File: config.mk
export PLATFORM = sky130hd
export DESIGN_NAME = phase_scheduler
export DESIGN_NICKNAME = d
export VERILOG_FILES = /design/src/rtl/phase_scheduler.sv
export SDC_FILE = /design/constraint.sdc
export NUM_CORES = 1
export LEC_CHECK = 0
export ABC_AREA = 1
export BUFFER_PORTS_ARGS = -buffer_cell sky130_fd_sc_hd__clkbuf_2
export CORE_MARGIN = 2
export CORE_UTILIZATION = 40
export DETAILED_ROUTE_END_ITERATION = 10
export PLACE_DENSITY_LB_ADDON = 0.1
export SYNTH_ARGS = -nofsm -noshare
export SYNTH_HDL_FRONTEND = slang
export SYNTH_SLANG_ARGS = --single-unit
File: constraint.sdc
create_clock -name clk -period 1.95 [get_ports clk]
set_input_delay 0.195 -clock clk [delete_from_list [all_inputs] [get_ports clk]]
set_output_delay 0.195 -clock clk [all_outputs]
set_load 0.01 [all_outputs]
File: src/rtl/phase_scheduler.sv
// Intersection phase sequencer: walks GREEN/LEFT/YELLOW/ALLRED per approach, interleaves
// round-robin pedestrian WALK phases and honours emergency preempt toward one approach.
//
// state  | meaning
// ALLRED | every approach red; exits to WALK (after YELLOW, requests pending) or GREEN
// GREEN  | phase_dir approach has through green
// LEFT   | protected left turn for phase_dir (day only)
// YELLOW | clearance for phase_dir
// WALK   | pedestrian crossing phase_dir is served
module phase_scheduler #(
  parameter int TICK_DIV    = 50_000_000,
  parameter int GREEN_DAY   = 20,
  parameter int GREEN_NIGHT = 10,
  parameter int LEFT_T      = 5,
  parameter int YELLOW_T    = 3,
  parameter int ALLRED_T    = 1,
  parameter int WALK_T      = 10
) (
  input  logic       clk,
  input  logic       rst,
  input  logic       daynight,
  input  logic [3:0] walk_req,
  input  logic       preempt,
  input  logic [1:0] preempt_dir,
  output logic [2:0] phase_st,
  output logic [1:0] phase_dir,
  output logic [7:0] remaining,
  output logic [3:0] walk_pending,
  output logic       phase_start
);

  localparam int PW = $clog2(TICK_DIV);

  typedef enum logic [2:0] {
    ST_ALLRED = 3'd0,
    ST_GREEN  = 3'd1,
    ST_LEFT   = 3'd2,
    ST_YELLOW = 3'd3,
    ST_WALK   = 3'd4
  } phase_e;

  phase_e          phase_st_q, phase_st_d;
  logic [1:0]      phase_dir_q, phase_dir_d;
  logic [7:0]      remaining_q, remaining_d;
  logic [3:0]      walk_pending_q, walk_pending_d;
  logic            phase_start_q, phase_start_d;
  logic [PW-1:0]   presc_q, presc_d;
  logic [1:0]      last_served_q, last_served_d;
  logic            prev_yellow_q, prev_yellow_d;
  logic [1:0]      saved_dir_q, saved_dir_d;
  logic            green_day_q, green_day_d;

  logic            tick, expire, on_target, hold_green;
  logic            enter, enter_walk, walk_abort;
  logic [1:0]      walk_sel;

  assign tick       = (presc_q == PW'(TICK_DIV - 1));
  assign expire     = tick && (remaining_q == 8'd1);
  assign on_target  = (phase_dir_q == preempt_dir);
  assign hold_green = preempt && (phase_st_q == ST_GREEN) && on_target;

  // First pending crossing searching upward from the one after last_served.
  always_comb begin
    logic [1:0] cand;
    cand     = '0;
    walk_sel = last_served_q;
    for (int k = 3; k >= 0; k--) begin
      cand = last_served_q + 2'd1 + 2'(k);
      if (walk_pending_q[cand]) walk_sel = cand;
    end
  end

  always_ff @(posedge clk or negedge rst) begin
    if (!rst) begin
      phase_st_q     <= ST_ALLRED;
      phase_dir_q    <= 2'd0;
      remaining_q    <= 8'(ALLRED_T);
      walk_pending_q <= 4'd0;
      phase_start_q  <= 1'b0;
      presc_q        <= '0;
      last_served_q  <= 2'd3;
      prev_yellow_q  <= 1'b0;
      saved_dir_q    <= 2'd0;
      green_day_q    <= 1'b0;
    end else begin
      phase_st_q     <= phase_st_d;
      phase_dir_q    <= phase_dir_d;
      remaining_q    <= remaining_d;
      walk_pending_q <= walk_pending_d;
      phase_start_q  <= phase_start_d;
      presc_q        <= presc_d;
      last_served_q  <= last_served_d;
      prev_yellow_q  <= prev_yellow_d;
      saved_dir_q    <= saved_dir_d;
      green_day_q    <= green_day_d;
    end
  end

  always_comb begin
    phase_st_d = phase_st_q;
    case (phase_st_q)
      ST_ALLRED: if (expire)
        phase_st_d = (prev_yellow_q && (|walk_pending_q) && !preempt) ? ST_WALK : ST_GREEN;
      ST_GREEN: begin
        if (preempt && !on_target)  phase_st_d = ST_YELLOW;
        else if (expire && !preempt) phase_st_d = green_day_q ? ST_LEFT : ST_YELLOW;
      end
      ST_LEFT:   if (preempt || expire) phase_st_d = ST_YELLOW;
      ST_YELLOW: if (expire) phase_st_d = ST_ALLRED;
      ST_WALK:   if (preempt || expire) phase_st_d = ST_ALLRED;
      default:   phase_st_d = ST_ALLRED;
    endcase
  end

  always_comb begin
    enter         = (phase_st_d != phase_st_q);
    enter_walk    = enter && (phase_st_d == ST_WALK);
    walk_abort    = (phase_st_q == ST_WALK) && preempt;
    phase_start_d = enter;
    presc_d       = (enter || tick) ? '0 : presc_q + PW'(1);
    phase_dir_d   = phase_dir_q;
    remaining_d   = remaining_q;
    last_served_d = last_served_q;
    prev_yellow_d = prev_yellow_q;
    saved_dir_d   = saved_dir_q;
    green_day_d   = green_day_q;

    if (enter) begin
      prev_yellow_d = (phase_st_q == ST_YELLOW);
      case (phase_st_d)
        ST_ALLRED: begin
          remaining_d = 8'(ALLRED_T);
          if (preempt)                     phase_dir_d = preempt_dir;
          else if (phase_st_q == ST_WALK)  phase_dir_d = saved_dir_q;
          else                             phase_dir_d = phase_dir_q + 2'd1;
        end
        ST_GREEN: begin
          remaining_d = daynight ? 8'(GREEN_DAY) : 8'(GREEN_NIGHT);
          green_day_d = daynight;
        end
        ST_LEFT:   remaining_d = 8'(LEFT_T);
        ST_YELLOW: remaining_d = 8'(YELLOW_T);
        ST_WALK: begin
          remaining_d   = 8'(WALK_T);
          saved_dir_d   = phase_dir_q;
          phase_dir_d   = walk_sel;
          last_served_d = walk_sel;
        end
        default: remaining_d = 8'(ALLRED_T);
      endcase
    end else if (tick && !hold_green) begin
      remaining_d = remaining_q - 8'd1;
    end

    // A request arriving on the cycle its WALK starts is absorbed by that WALK.
    walk_pending_d = walk_pending_q | walk_req;
    if (enter_walk) walk_pending_d[walk_sel] = 1'b0;
    if (walk_abort) walk_pending_d[phase_dir_q] = 1'b1;
  end

  assign phase_st     = phase_st_q;
  assign phase_dir    = phase_dir_q;
  assign remaining    = remaining_q;
  assign walk_pending = walk_pending_q;
  assign phase_start  = phase_start_q;

endmodule

# After elaboration in Yosys (flattened, before gate mapping)
# Cells that the tools add are included.
[op_classes]
n_addsub = 7
magnitude_cmp = 8
n_eq_ne = 12
muxes = 35
bitwise = 4
n_reduce_logical = 25
[ops]
columns = ["cell", "n"]
rows = [
  ["$add A26 B1 Y26 const B", 1],
  ["$eq A26 B26 Y1 const B", 1],
  ["$mux W26", 1],
  ["$mux W3", 7],
  ["$pmux W5 S4", 1],
  ["$lt A2 B3 Y1 const B", 6],
  ["$mux W8", 2],
  ["$pmux W3 S5", 1],
  ["$eq A3 B2 Y1 const B", 4],
  ["$logic_and A1 B1 Y1", 12],
  ["$mux W2", 6],
  ["$bmux W1 S2", 4],
  ["$eq A8 B1 Y1 const B", 1],
  ["$mux W4", 2],
  ["$or A4 B4 Y4", 2],
  ["$sub A8 B1 Y8 const B", 1],
  ["$mux W1", 7],
  ["$add A2 B1 Y2 const B", 3],
  ["$eq A3 B1 Y1 const B", 2],
  ["$eq A3 B3 Y1 const B", 2],
  ["$logic_not A3 Y1", 2],
  ["$reduce_and A2 Y1", 3],
  ["$mux W5", 1],
  ["$add A2 B2 Y2 const B", 2],
  ["other kinds (11)", 17],
]
[word_totals]
regBits = 50
in_bits = 10
word_cells = 101

# Longest topological paths before layout
# Gate-level depths: netlist (run 1).
[logic_depth]
depth_word = 17
mapped_depth = 18
mapped_depth_nobuf = 17

# Least setup slack after synthesis (run 1)
# Ideal clock, no wire load.
[synth_path]
kind = "reg2reg"
start = "register presc_q[0]"
end = "register remaining_q[1], in the netlist remaining[1]"
setup_time_ns = 0.116
arrival_ns = 1.987
required_time_ns = 1.834
setup_slack_ns = -0.153
stages_incl_launch_ff = 17
path_buffers = 1
synth_period_minus_slack_ns = 2.103
path_cell_list = "dfrtp_1 ha_1 nand3_1 inv_1 nand3_2 inv_1 nand4_1 inv_1 nand3_2 nand3_1 nor2_8 nand2_4 buf_6 nand2_1 nand2_1 nand2_1 nand2_1"
[synth_lines]
columns = ["item", "line", "source"]
rows = [
  ["start, declared", "47", "logic [PW-1:0] presc_q, presc_d;"],
  ["start signal, assigned", "91", "presc_q <= presc_d;"],
  ["$eq A26 B26 Y1 (*)", "57", "assign tick = (presc_q == PW'(TICK_DIV - 1));"],
  ["$logic_and A1 B1 Y1 (*)", "58", "assign expire = tick && (remaining_q == 8'd1);"],
  ["$logic_and A1 B1 Y1", "106", "else if (expire && !preempt) phase_st_d = green_day_q ? ST_LEFT : ST_YELLOW;"],
  ["$mux W3", "106", ""],
  ["$mux W3", "105", "if (preempt && !on_target) phase_st_d = ST_YELLOW;"],
  ["$pmux W3 S5 (*)", "101", "case (phase_st_q)"],
  ["$ne A3 B3 Y1 (*)", "116", "enter = (phase_st_d != phase_st_q);"],
  ["via enter", "54", "logic enter, enter_walk, walk_abort;"],
  ["$mux W8 or $reduce_bool A2 Y1 (tied branches)", "-", ""],
  ["end signal, assigned", "77", "remaining_q <= 8'(ALLRED_T);"],
  ["end signal, assigned", "88", "remaining_q <= remaining_d;"],
  ["end, declared", "44", "logic [7:0] remaining_q, remaining_d;"],
]
# The timed path passes the listed nets; every way through them passes the cells marked *.
# A chain may end at the register's enable or synchronous reset.

# Worst setup path after layout (run 1)
[layout_path]
start = "register remaining_q[0], in the netlist remaining[0]"
end = "register presc_q[12]"
[layout_between]
elab_chain_len = 9
[layout_rtl]
columns = ["item", "line", "source"]
rows = [
  ["$eq A8 B1 Y1 (*)", "58", ""],
  ["$logic_and A1 B1 Y1 (*)", "58", ""],
  ["$logic_and A1 B1 Y1", "106", ""],
  ["$mux W3", "106", ""],
  ["$mux W3", "105", ""],
  ["$pmux W3 S5 (*)", "101", ""],
  ["$ne A3 B3 Y1 (*)", "116", ""],
  ["$logic_or A1 B1 Y1 (*)", "120", "presc_d = (enter || tick) ? '0 : presc_q + PW'(1);"],
  ["$mux W26 (*)", "120", ""],
  ["via presc_d[12]", "47", ""],
]
# Marked as above.

==> metrics.md, run 1 <==
| Metric | Value |
|---|---|
| Crit. Startpoint | remaining[0]$_DFFE_PN1P_ |
| Via-to-Cell Ratio | between 4 and 5 |
| Cell family with most CP delay | simple AND/OR/NAND/NOR gates |
| WS Path Type | flop to flop |
| Final non-filler cell total | approximately 650 |
| Sequential share of the synthesized area | between 30 and 40% |
| Top Ports | 28 |
| Synth Register Bits | 50 |
| Nature of the critical path endpoint | flop |
| Site Rows | 32 |
| Slowest CP cell | dfstp_2 |
| HP Class | primary input to flop |
| CTS tree | yes |
| Clock latency on the worst-skew pair | roughly 310 ps |
| Die ar. | approximately 8600 sq um |
| FF-to-FF End | presc_q[12]$_DFF_PN0_ |
| Synth area leaders | dfrtp_1 (37%), nand2_1 (11%), nor2_1 (5.8%) |
| Cell Pwr Density | between 500 and 600 nW/um^2 |
| Initial antenna violation count | 0 |
| CP Capture Point | presc_q[12]$_DFF_PN0_ |
| FILL cells | 704 |
| Grt met1 use | around a quarter |
| Reg2Reg Setup Slack | -220 ps |
| LEAKAGE | 2.29 nW |
| Finished Cell Area | between 4000 and 5000 sq um |
| Most frequent cell after synthesis | nand2_1 |
| Outcome | complete, but fails checks |
| Yosys top cell area share | between 30% and 40% |
| Placed insts | 619 |
| Vias in the first global route | just over 3000 |
| Starting Density | slightly above 40% |
| Met3 GRT Util | under 10% |
| Syn_area_per_cell | about 7.6 sq um |
| Hpwl dp | 5.87 mm |
| Area Overhead vs Synth | 50.5% |
| Critical path launch point type | flop |
| HP Start | walk_req[2] |
| Final setup violation count | 45 |
| Failing checks | setup timing |
| Worst slew margin relative to its limit | 59.4% |
| Gpl congestion | about 0.88 |
| R2r startpoint | remaining[0]$_DFFE_PN1P_ |
| Synth cell count leaders | nand2_1 (95), nor2_1 (49), dfrtp_1 (47) |
| Pin count of the biggest net entering global routing | 22 |
| Reg2Reg Depth | 13 |
| Max-cap violation count | 0 |
| Setup tns final | -6090 ps |
| Post-DRT Antenna Nets | 0 |
| Via Count | a little over 3000 |
| Mapped cell area | ~3200 sq um |
| Iteration-0 DRC Markers | ~90 |
| Final Max Tran Viols | 0 |
| Layout cells sized above 1 | a little under half |
| Crit Path Max Fanout | 5 |
| GRT Overall Usage | 20.1% |
| Grt ovf | 0 |
| Crit-path most repeated cell | nand2_4 |
| Area leader, netlist | dfrtp_1 |
| Worst Slack Setup Final | -221 ps |
| Nets | roughly 560 |
| Clock root cell | clkbuf_8 |
| FMAX | about 0.46 GHz |
| Clock Path Buffers | 2 |
| Final Hold Fails | 0 |
| Final Cycle Share | 111% |
| RSZ-0062 raised after global routing | yes |
| Busiest grt layer | met2 |
| Min Tclk post-route | ~2200 ps |
| Crit path buf inv count | 3 |
| Worst-path cell chain | ha_4 -> nand2_4 -> nor2_4 -> nand4_1 -> nand2_2 -> nand2_4 -> nand3_2 -> inv_2 -> nor2_8 -> nand3b_4 -> buf_6 -> buf_16 -> nor2_2 |
| Number of diodes | 0 |
| Maximum vdd ir drop | ~0.00033 V |
| Chip Height | 93.0 microns |
| Worst slew pin tran | 609 ps |
| Post-synth ARST share | 100% |
| First-pass GRT wire length | 14.0 mm |
| CP Data Arrival Time | about 2400 ps |
| Total wire length | roughly 8.2 mm |
| Distinct cell type count after synthesis | 37 |
| Die width | just over 90 microns |
| Routed WL per cell | about 13 microns |
| Number of flops mapped to enable cells by yosys | 0 |
| Port Buffers | 27 |
| Synth Instances | approximately 410 |
| Placed inst area | 4050 sq um |
| Clk sinks | 50 |
| Worst path depth | 13 |
| Synth Net Count | approximately 430 |
| Routing usage on met2 | approximately 35% |
| WP data required | between 2000 and 2500 ps |
| Clk slew on worst S/H paths | around 100 ps |
| Total power | ~2.8 mW |
| Clock Skews | ~9 ps |
| Top FF cell, synth | dfrtp_1 |
| H-Tree Level Count | 2 |
| Total core area | 7690 sq um |
| Num CTS Buffers | 5 |
| Synth warn | 0 |
| CP peak stage delay | about 570 ps |
| Residual DRC | 0 |
| Drt pass-1 iters | 4 |
==> layout by cell type (no fill, tap or decap), types with 11 or more instances in the layout <==
cell      count
buf_4        96
clkbuf_2     27
dfrtp_1      47
inv_1        39
nand2_1      86
nand3_1      28
nor2_1       33
nor2_2       17
nor2_4       26
o21ai_0      11
xor2_1       12
==> per-stage QoR <==
step	setup slack [ps]	util (%)	hold slack (ps)
2_1_floorplan	-28.6	-	-101
3_3_place_gp	-168	52.6	240
3_5_place_dp	-176	52.6	238
4_1_cts	-169	57.2	89.9
5_1_grt	-359	62.0	78.6
6_report	-221	62.0	80.6
==> logic make-up after synthesis <==
kind of cell | count (synthesis) | share of synthesized area, %
AO/OA/AOI/OAI | 34 | 6.20
XOR/XNOR | 23 | 6.36
adder cells (fa/ha/maj) | 7 | 2.77
buffers and inverters | 55 | 7.31
flip-flops | 50 | 39.6
AND/OR/NAND/NOR | 245 | 37.7
==> registers in the layout, summed over array words and instances (netlist names) <==
register       flops
green_day_q        1
last_served_q      2
phase_dir          2
phase_st           3
phase_start        1
presc_q           26
prev_yellow_q      1
remaining          8
saved_dir_q        2
walk_pending       4
==> what timing repair did <==
item / CTS / global route
gates resized for setup: 28 / 79
hold buffers: 1 / 0
gates cloned: 3 / 0
setup buffers: 8 / 13
setup endpoints to repair: 38 / 45
endpoints found under the hold margin: 16 / 0
pin swaps: 13 / 25
==> metal layers <==
metal  vias up  wire length, microns
met5         -                     0
met4         0                    86
met3         8                   172
met2        35                  4160
met1      1460                  3780
li1       1589                     -
==> power breakdown <==
| group | switching (mW) | internal, mW |
|---|---|---|
| combinational | 0.454 | 0.489 |
| clock | 0.377 | 0.253 |
| sequential | 0.0934 | 1.14 |
| total | 0.924 | 1.88 |
==> worst min path at each step <==
stage,endpoint,cells past startpoint
floorplan,green_day_q$_DFFE_PN0P_,0
global placement,walk_pending[3]$_DFF_PN0_,1
detailed placement,walk_pending[3]$_DFF_PN0_,1
CTS,walk_pending[2]$_DFF_PN0_,3
global route,walk_pending[0]$_DFF_PN0_,3
finish,walk_pending[2]$_DFF_PN0_,3
==> worst reg2reg max path, cell delays in order (launching register included) <==
cell and delay, ps:
dfstp_2 570, ha_4 140, nand2_4 50, nor2_4 160, nand4_1 170, nand2_2 150, nand2_4 60, nand3_2 60
inv_2 60, nor2_8 140, nand3b_4 150, buf_6 170, buf_16 140, nor2_2 70
==> area by class of cell <==
type	count	area [sq um]	area share, %
flip-flops and latches	50	1250	26.3
repair buffers	130	987	20.7
multi-input cells	309	2110	44.3
clock buffers	5	68.8	1.44
inverters	50	193	4.04
well taps	102	128	2.68
clock inverters	3	21.3	0.446
Power figures use the tool's default switching activity.
==> inputs of run 2 (changes only) <==
- CELL_PAD_IN_SITES_DETAIL_PLACEMENT: unset -> 1
- CELL_PAD_IN_SITES_GLOBAL_PLACEMENT: unset -> 1
- TNS_END_PERCENT: unset -> 30
==> metrics.md, run 2 (synthesized netlist as in run 1, its figures left out) <==
| Metric | Value |
|---|---|
| R2r startpoint | presc_q[24]$_DFF_PN0_ (was remaining[0]$_DFFE_PN1P_) |
| Routed WL per cell | 16.5 microns (was 12.6 microns) |
| Maximum vdd ir drop | 0.000642 V (was 0.000327 V) |
| Via-to-Cell Ratio | 5.04 (was 4.76) |
| Clk sinks | 50 (unchanged) |
| Nets | 576 (was 563) |
| RSZ-0062 raised after global routing | yes (unchanged) |
| Worst Slack Setup Final | -447 ps (was -221 ps) |
| Die ar. | 8640 sq um (unchanged) |
| Clock Skews | 10.3 ps (was 9.04 ps) |
| Area Overhead vs Synth | 46.7% (was 50.5%) |
| Multi-input gate area | 1930 sq um (was 2110 sq um) |
| Max-cap violation count | 0 (unchanged) |
| Num CTS Buffers | 5 (unchanged) |
| LEAKAGE | 2.30 nW (was 2.29 nW) |
| Clock Path Buffers | 2 (unchanged) |
| Min Tclk post-route | 2400 ps (was 2170 ps) |
| Number of flip-flops in the largest register | 26 (unchanged) |
| First-pass GRT wire length | 16.9 mm (was 14.0 mm) |
| Drt pass-1 iters | 4 (unchanged) |
| HP Class | primary input to flop (unchanged) |
| Layout cells sized above 1 | 43.4% (was 45.3%) |
| H-Tree Level Count | 2 (unchanged) |
| Final Cycle Share | 123% (was 111%) |
| Final Max Tran Viols | 0 (unchanged) |
| Failing checks | setup timing (unchanged) |
| Total wire length | 10.9 mm (was 8.19 mm) |
| Total power | 2.89 mW (was 2.81 mW) |
| Via Count | 3335 (was 3092) |
| Initial antenna violation count | 0 (unchanged) |
| Pin count of the biggest net entering global routing | 23 (was 22) |
| Residual DRC | 0 (unchanged) |
| Hold-critical path depth | 3 (unchanged) |
| Setup tns final | -12860 ps (was -6090 ps) |
| Worst-path cell chain | inv_1 -> nand2_1 -> nor2_2 -> nand3_4 -> nor2_4 -> nand4_1 -> nand2_2 -> nand4_1 -> nand2_4 -> buf_12 -> nand3b_4 -> nor3b_1 (was ha_4 -> nand2_4 -> nor2_4 -> nand4_1 -> nand2_2 -> nand2_4 -> nand3_2 -> inv_2 -> nor2_8 -> nand3b_4 -> buf_6 -> buf_16 -> nor2_2) |
| Slowest CP cell | dfrtp_1 (was dfstp_2) |
| WP data required | 2170 ps (was 2200 ps) |
| Starting Density | 41.2% (unchanged) |
| Grt ovf | 0 (unchanged) |
| Chip Height | 93.0 microns (unchanged) |
| Crit-path most repeated cell | nand4_1 (was nand2_4) |
| Final non-filler cell total | 662 (was 649) |
| WS Path Type | flop to flop (unchanged) |
| Final Hold Fails | 0 (unchanged) |
| Clock root cell | clkbuf_8 (unchanged) |
| Commonest non-fill, non-tap cell in the layout | buf_4 (unchanged) |
| Critical path launch point type | flop (unchanged) |
| Worst slew pin tran | 680 ps (was 609 ps) |
| CP Data Arrival Time | 2610 ps (was 2420 ps) |
| GRT Overall Usage | 24.7% (was 20.1%) |
| Gpl congestion | 0.846 (was 0.881) |
| FILL cells | 958 (was 704) |
| Site Rows | 32 (unchanged) |
| Reg2Reg Setup Slack | -450 ps (was -220 ps) |
| Crit path buf inv count | 2 (was 3) |
| Reg2Reg Depth | 12 (was 13) |
| Port Buffers | 27 (unchanged) |
| Final setup violation count | 38 (was 45) |
| Iteration-0 DRC Markers | 85 (was 89) |
| Clock latency on the worst-skew pair | 310 ps (about the same) |
| Clk slew on worst S/H paths | 100 ps (about the same) |
| CTS tree | yes (unchanged) |
| Die width | 93.0 microns (unchanged) |
| Nature of the critical path endpoint | flop (unchanged) |
| Cell Pwr Density | 621 nW/um^2 (was 589 nW/um^2) |
| Placed insts | 636 (was 619) |
| Vias in the first global route | 3586 (was 3082) |
| CP peak stage delay | 410 ps (was 570 ps) |
| Cell family with most CP delay | simple AND/OR/NAND/NOR gates (unchanged) |
| Reg area | 1250 sq um (unchanged) |
| Dpl ws | -342 ps (was -176 ps) |
| Hold EP | walk_pending[1]$_DFF_PN0_ (was walk_pending[2]$_DFF_PN0_) |
| Hpwl dp | 7.39 mm (was 5.87 mm) |
| Crit Path Max Fanout | 7 (was 5) |
| Biggest register | presc_q (unchanged) |
| HP Start | walk_req[1] (was walk_req[2]) |
| Outcome | complete, but fails checks (unchanged) |
| FF-to-FF End | presc_q[6]$_DFF_PN0_ (was presc_q[12]$_DFF_PN0_) |
| Most frequent cells in the layout | buf_4 (105), nand2_1 (86), dfrtp_1 (47) (was buf_4 (96), nand2_1 (86), dfrtp_1 (47)) |
| Number of diodes | 0 (unchanged) |
| Total core area | 7690 sq um (unchanged) |
| Top Ports | 28 (unchanged) |
| Post-DRT Antenna Nets | 0 (unchanged) |
| Worst slew margin relative to its limit | 54.7% (was 59.4%) |
| FMAX | 0.417 GHz (was 0.461 GHz) |
==> run 2: cell count changes in the layout (fill, tap and decap cells not counted), moves of 5 or more <==
cell,before,now
buf_6,1,7
nor2_2,17,28
nor2_4,26,11
nand2_4,6,1
buf_4,96,105
==> run 2: power by group <==
part	internal [mW]	leakage (nW)	switching, mW
clock	0.288	0.0482	0.358
sequential	1.14	0.633	0.0955
combinational	0.505	1.61	0.501
==> run 2: worst register-to-register path, cell delays in order, from the launching register on <==
cell and delay (ps):
dfrtp_1 410, inv_1 110, nand2_1 90, nor2_2 170, nand3_4 110, nor2_4 170, nand4_1 140, nand2_2 160
nand4_1 200, nand2_4 220, buf_12 130, nand3b_4 150, nor3b_1 260
==> run 2: what timing repair did <==
action | 4_1_cts | 5_1_grt
hold buffers | 1 | 0
buffers inserted | 10 | 6
resized for setup | 35 | 26
endpoints found under the setup margin | 42 | 44
endpoints found under the hold margin | 19 | 0
gates cloned | 1 | 0
pin swaps | 12 | 20
==> run 2: cell type report <==
type	count	area share [%]
Inverter	50	4.15
Multi-Input combinational cell	310	41.5
Clock buffer	7	1.86
Clock inverter	1	0.108
Timing Repair Buffer	142	22.7
Tap cell	102	2.75
Sequential cell	50	27.0
==> run 2: stage by stage <==
stage / cell area (sq um) / hold slack (ps) / util (%)
after floorplan: 3210 / -101 / -
after global placement: 4170 / 239 / 54.3
after detailed placement: 4170 / 254 / 54.3
after CTS: 4510 / 124 / 58.7
after global routing: 4650 / 135 / 60.4
final: 4650 / 119 / 60.4
==> run 2: per-layer routing <==
metal	vias up	share of wire, %	global-route usage (%)	wire length, microns
met5	-	0	0	0
met4	0	3.1	8.09	337
met3	33	2.0	2.98	219
met2	61	53	46.3	5790
met1	1628	42	29.3	4590
li1	1613	-	-	-
==> run 2: how the worst max path moves through the flow <==
stage / startpoint / to / depth (start not counted)
2_1_floorplan: presc_q[0]$_DFF_PN0_ / remaining[1]$_DFFE_PN0P_ / 17
3_3_place_gp: presc_q[0]$_DFF_PN0_ / remaining[3]$_DFFE_PN0P_ / 17
3_5_place_dp: presc_q[0]$_DFF_PN0_ / presc_q[24]$_DFF_PN0_ / 12
4_1_cts: remaining[0]$_DFFE_PN1P_ / remaining[1]$_DFFE_PN0P_ / 15
5_1_grt: presc_q[0]$_DFF_PN0_ / presc_q[6]$_DFF_PN0_ / 12
6_report: presc_q[24]$_DFF_PN0_ / presc_q[6]$_DFF_PN0_ / 12
==> inputs of run 3 (changes only) <==
- BUFFER_PORTS_ARGS: -buffer_cell sky130_fd_sc_hd__clkbuf_2 -> -buffer_cell sky130_fd_sc_hd__buf_2
==> metrics.md, run 3 (synthesized netlist as in run 1, its figures left out) <==
| Metric | Value |
|---|---|
| Worst slew pin tran | 444 ps (was 680 ps) |
| Area Overhead vs Synth | 49.2% (was 46.7%) |
| LEAKAGE | 2.31 nW (was 2.30 nW) |
| Die width | 93.0 microns (unchanged) |
| Clock Skews | 13.3 ps (was 10.3 ps) |
| FILL cells | 968 (was 958) |
| Biggest register | presc_q (unchanged) |
| CP peak stage delay | 370 ps (was 410 ps) |
| GRT Overall Usage | 25.7% (was 24.7%) |
| Final setup violation count | 43 (was 38) |
| Pin count of the biggest net entering global routing | 51 (was 23) |
| Via Count | 3429 (was 3335) |
| Routed WL per cell | 16.9 microns (was 16.5 microns) |
| Nature of the critical path endpoint | flop (unchanged) |
| WS Path Type | flop to flop (unchanged) |
| Initial antenna violation count | 0 (unchanged) |
| Maximum vdd ir drop | 0.000529 V (was 0.000642 V) |
| Final Max Tran Viols | 0 (unchanged) |
| Worst-path cell chain | buf_6 -> ha_4 -> nand3_4 -> inv_4 -> nand3_4 -> inv_1 -> nand4_1 -> nand2_2 -> nand2_2 -> nand3_2 -> inv_2 -> nor2_8 -> nand3b_4 -> nor3b_2 (was inv_1 -> nand2_1 -> nor2_2 -> nand3_4 -> nor2_4 -> nand4_1 -> nand2_2 -> nand4_1 -> nand2_4 -> buf_12 -> nand3b_4 -> nor3b_1) |
| Nets | 580 (was 576) |
| Reg area | 1250 sq um (unchanged) |
| Cell family with most CP delay | simple AND/OR/NAND/NOR gates (unchanged) |
| Commonest non-fill, non-tap cell in the layout | buf_4 (unchanged) |
| Via-to-Cell Ratio | 5.15 (was 5.04) |
| Placed insts | 635 (was 636) |
| Min Tclk post-route | 2310 ps (was 2400 ps) |
| Final Hold Fails | 0 (unchanged) |
| Max-cap violation count | 0 (unchanged) |
| Worst Slack Setup Final | -360 ps (was -447 ps) |
| Failing checks | setup timing (unchanged) |
| Vias in the first global route | 3608 (was 3586) |
| Most frequent cells in the layout | buf_4 (108), nand2_1 (85), dfrtp_1 (47) (was buf_4 (105), nand2_1 (86), dfrtp_1 (47)) |
| WP data required | 2160 ps (was 2170 ps) |
| Final Cycle Share | 118% (was 123%) |
| Port Buffers | 27 (unchanged) |
| Clk slew on worst S/H paths | 90 ps (was 100 ps) |
| Cell Pwr Density | 611 nW/um^2 (was 621 nW/um^2) |
| H-Tree Level Count | 2 (unchanged) |
| Die ar. | 8640 sq um (unchanged) |
| Iteration-0 DRC Markers | 79 (was 85) |
| Num CTS Buffers | 5 (unchanged) |
| CP Data Arrival Time | 2520 ps (was 2610 ps) |
| Number of flip-flops in the largest register | 26 (unchanged) |
| Number of diodes | 0 (unchanged) |
| Post-DRT Antenna Nets | 0 (unchanged) |
| Clock Path Buffers | 2 (unchanged) |
| Drt pass-1 iters | 4 (unchanged) |
| FMAX | 0.433 GHz (was 0.417 GHz) |
| Multi-input gate area | 1990 sq um (was 1930 sq um) |
| Crit Path Max Fanout | 8 (was 7) |
| RSZ-0062 raised after global routing | yes (unchanged) |
| Site Rows | 32 (unchanged) |
| Clock latency on the worst-skew pair | 320 ps (was 310 ps) |
| Grt ovf | 0 (unchanged) |
| Critical path launch point type | flop (unchanged) |
| Clk sinks | 50 (unchanged) |
| Layout cells sized above 1 | 44.7% (was 43.4%) |
| HP Class | primary input to flop (unchanged) |
| Hpwl dp | 7.14 mm (was 7.39 mm) |
| Starting Density | 41.2% (unchanged) |
| CTS tree | yes (unchanged) |
| Crit path buf inv count | 4 (was 2) |
| Residual DRC | 0 (unchanged) |
| Clock root cell | clkbuf_8 (unchanged) |
| Chip Height | 93.0 microns (unchanged) |
| Total core area | 7690 sq um (unchanged) |
| Top Ports | 28 (unchanged) |
| First-pass GRT wire length | 17.4 mm (was 16.9 mm) |
| Final non-filler cell total | 666 (was 662) |
| Worst slew margin relative to its limit | 70.1% (was 54.7%) |
| Outcome | complete, but fails checks (unchanged) |
| Util after Layout | 61.5% (was 60.4%) |
| Gpl congestion | 0.828 (was 0.846) |
| Total wire length | 11.3 mm (was 10.9 mm) |
| Slowest CP cell | dfrtp_1 (unchanged) |
==> run 3: area by class of cell <==
type / instances / area share (%)
Timing Repair Buffer: 146 / 23.0
Multi-Input combinational cell: 310 / 42.0
Inverter: 50 / 4.02
Tap cell: 102 / 2.70
Sequential cell: 50 / 26.6
Clock buffer: 8 / 1.69
==> run 3: path summary, 6_finish.rpt <==
path	start	end	slack, ps	cells past startpoint
worst min-delay path	walk_req[2]	walk_pending[2]$_DFF_PN0_	90	3
max in group asynchronous	rst	last_served_q[1]$_DFFE_PN1N_	1260	3
worst min register to register	saved_dir_q[0]$_DFFE_PN0N_	saved_dir_q[0]$_DFFE_PN0N_	490	2
min in group asynchronous	rst	presc_q[19]$_DFF_PN0_	400	3
worst max register to register	presc_q[0]$_DFF_PN0_	presc_q[6]$_DFF_PN0_	-360	14
worst max-delay path	presc_q[0]$_DFF_PN0_	presc_q[6]$_DFF_PN0_	-360	14
==> run 3: routing by layer <==
metal  GRT usage (%)  vias up  wire [microns]
li1                -     1624               -
met2            49.3       56            6050
met4            7.84        0             284
met1            29.8     1728            4700
met5               0        -               0
met3            2.58       21             229
==> run 3: per-stage QoR <==
stage / power [mW] / TNS, ps / area (sq um) / worst slack, ps / hold WS (ps)
floorplan: 1.64 / -85.5 / 3210 / -28.6 / -101
global placement: 1.98 / -4610 / 4180 / -222 / 213
detailed placement: 2.01 / -7890 / 4180 / -324 / 217
CTS: 2.75 / -6630 / 4580 / -252 / 118
global route: 3.03 / -16320 / 4730 / -478 / 109
finish: 2.89 / -10970 / 4730 / -360 / 93.9
==> run 3: repair_timing <==
item	CTS	global route
buffers inserted	17	4
pin swaps	21	15
hold buffers	1	0
endpoints found under the setup margin	40	44
cloned	1	0
endpoints found under the hold margin	47	0
resized for setup	42	31
==> run 3: where the power goes <==
part / switching [mW] / internal [mW]
Sequential: 0.114 / 1.14
Clock: 0.356 / 0.256
Combinational: 0.520 / 0.504
Total: 0.990 / 1.90
==> run 3: worst min-delay path, delay by kind of cell <==
| kind | cells | cell delay (ps) |
|---|---|---|
| and+or+nand+nor | 1 | 50 |
| AOI/OAI and AO/OA | 1 | 50 |
| buffers and inverters | 1 | 80 |
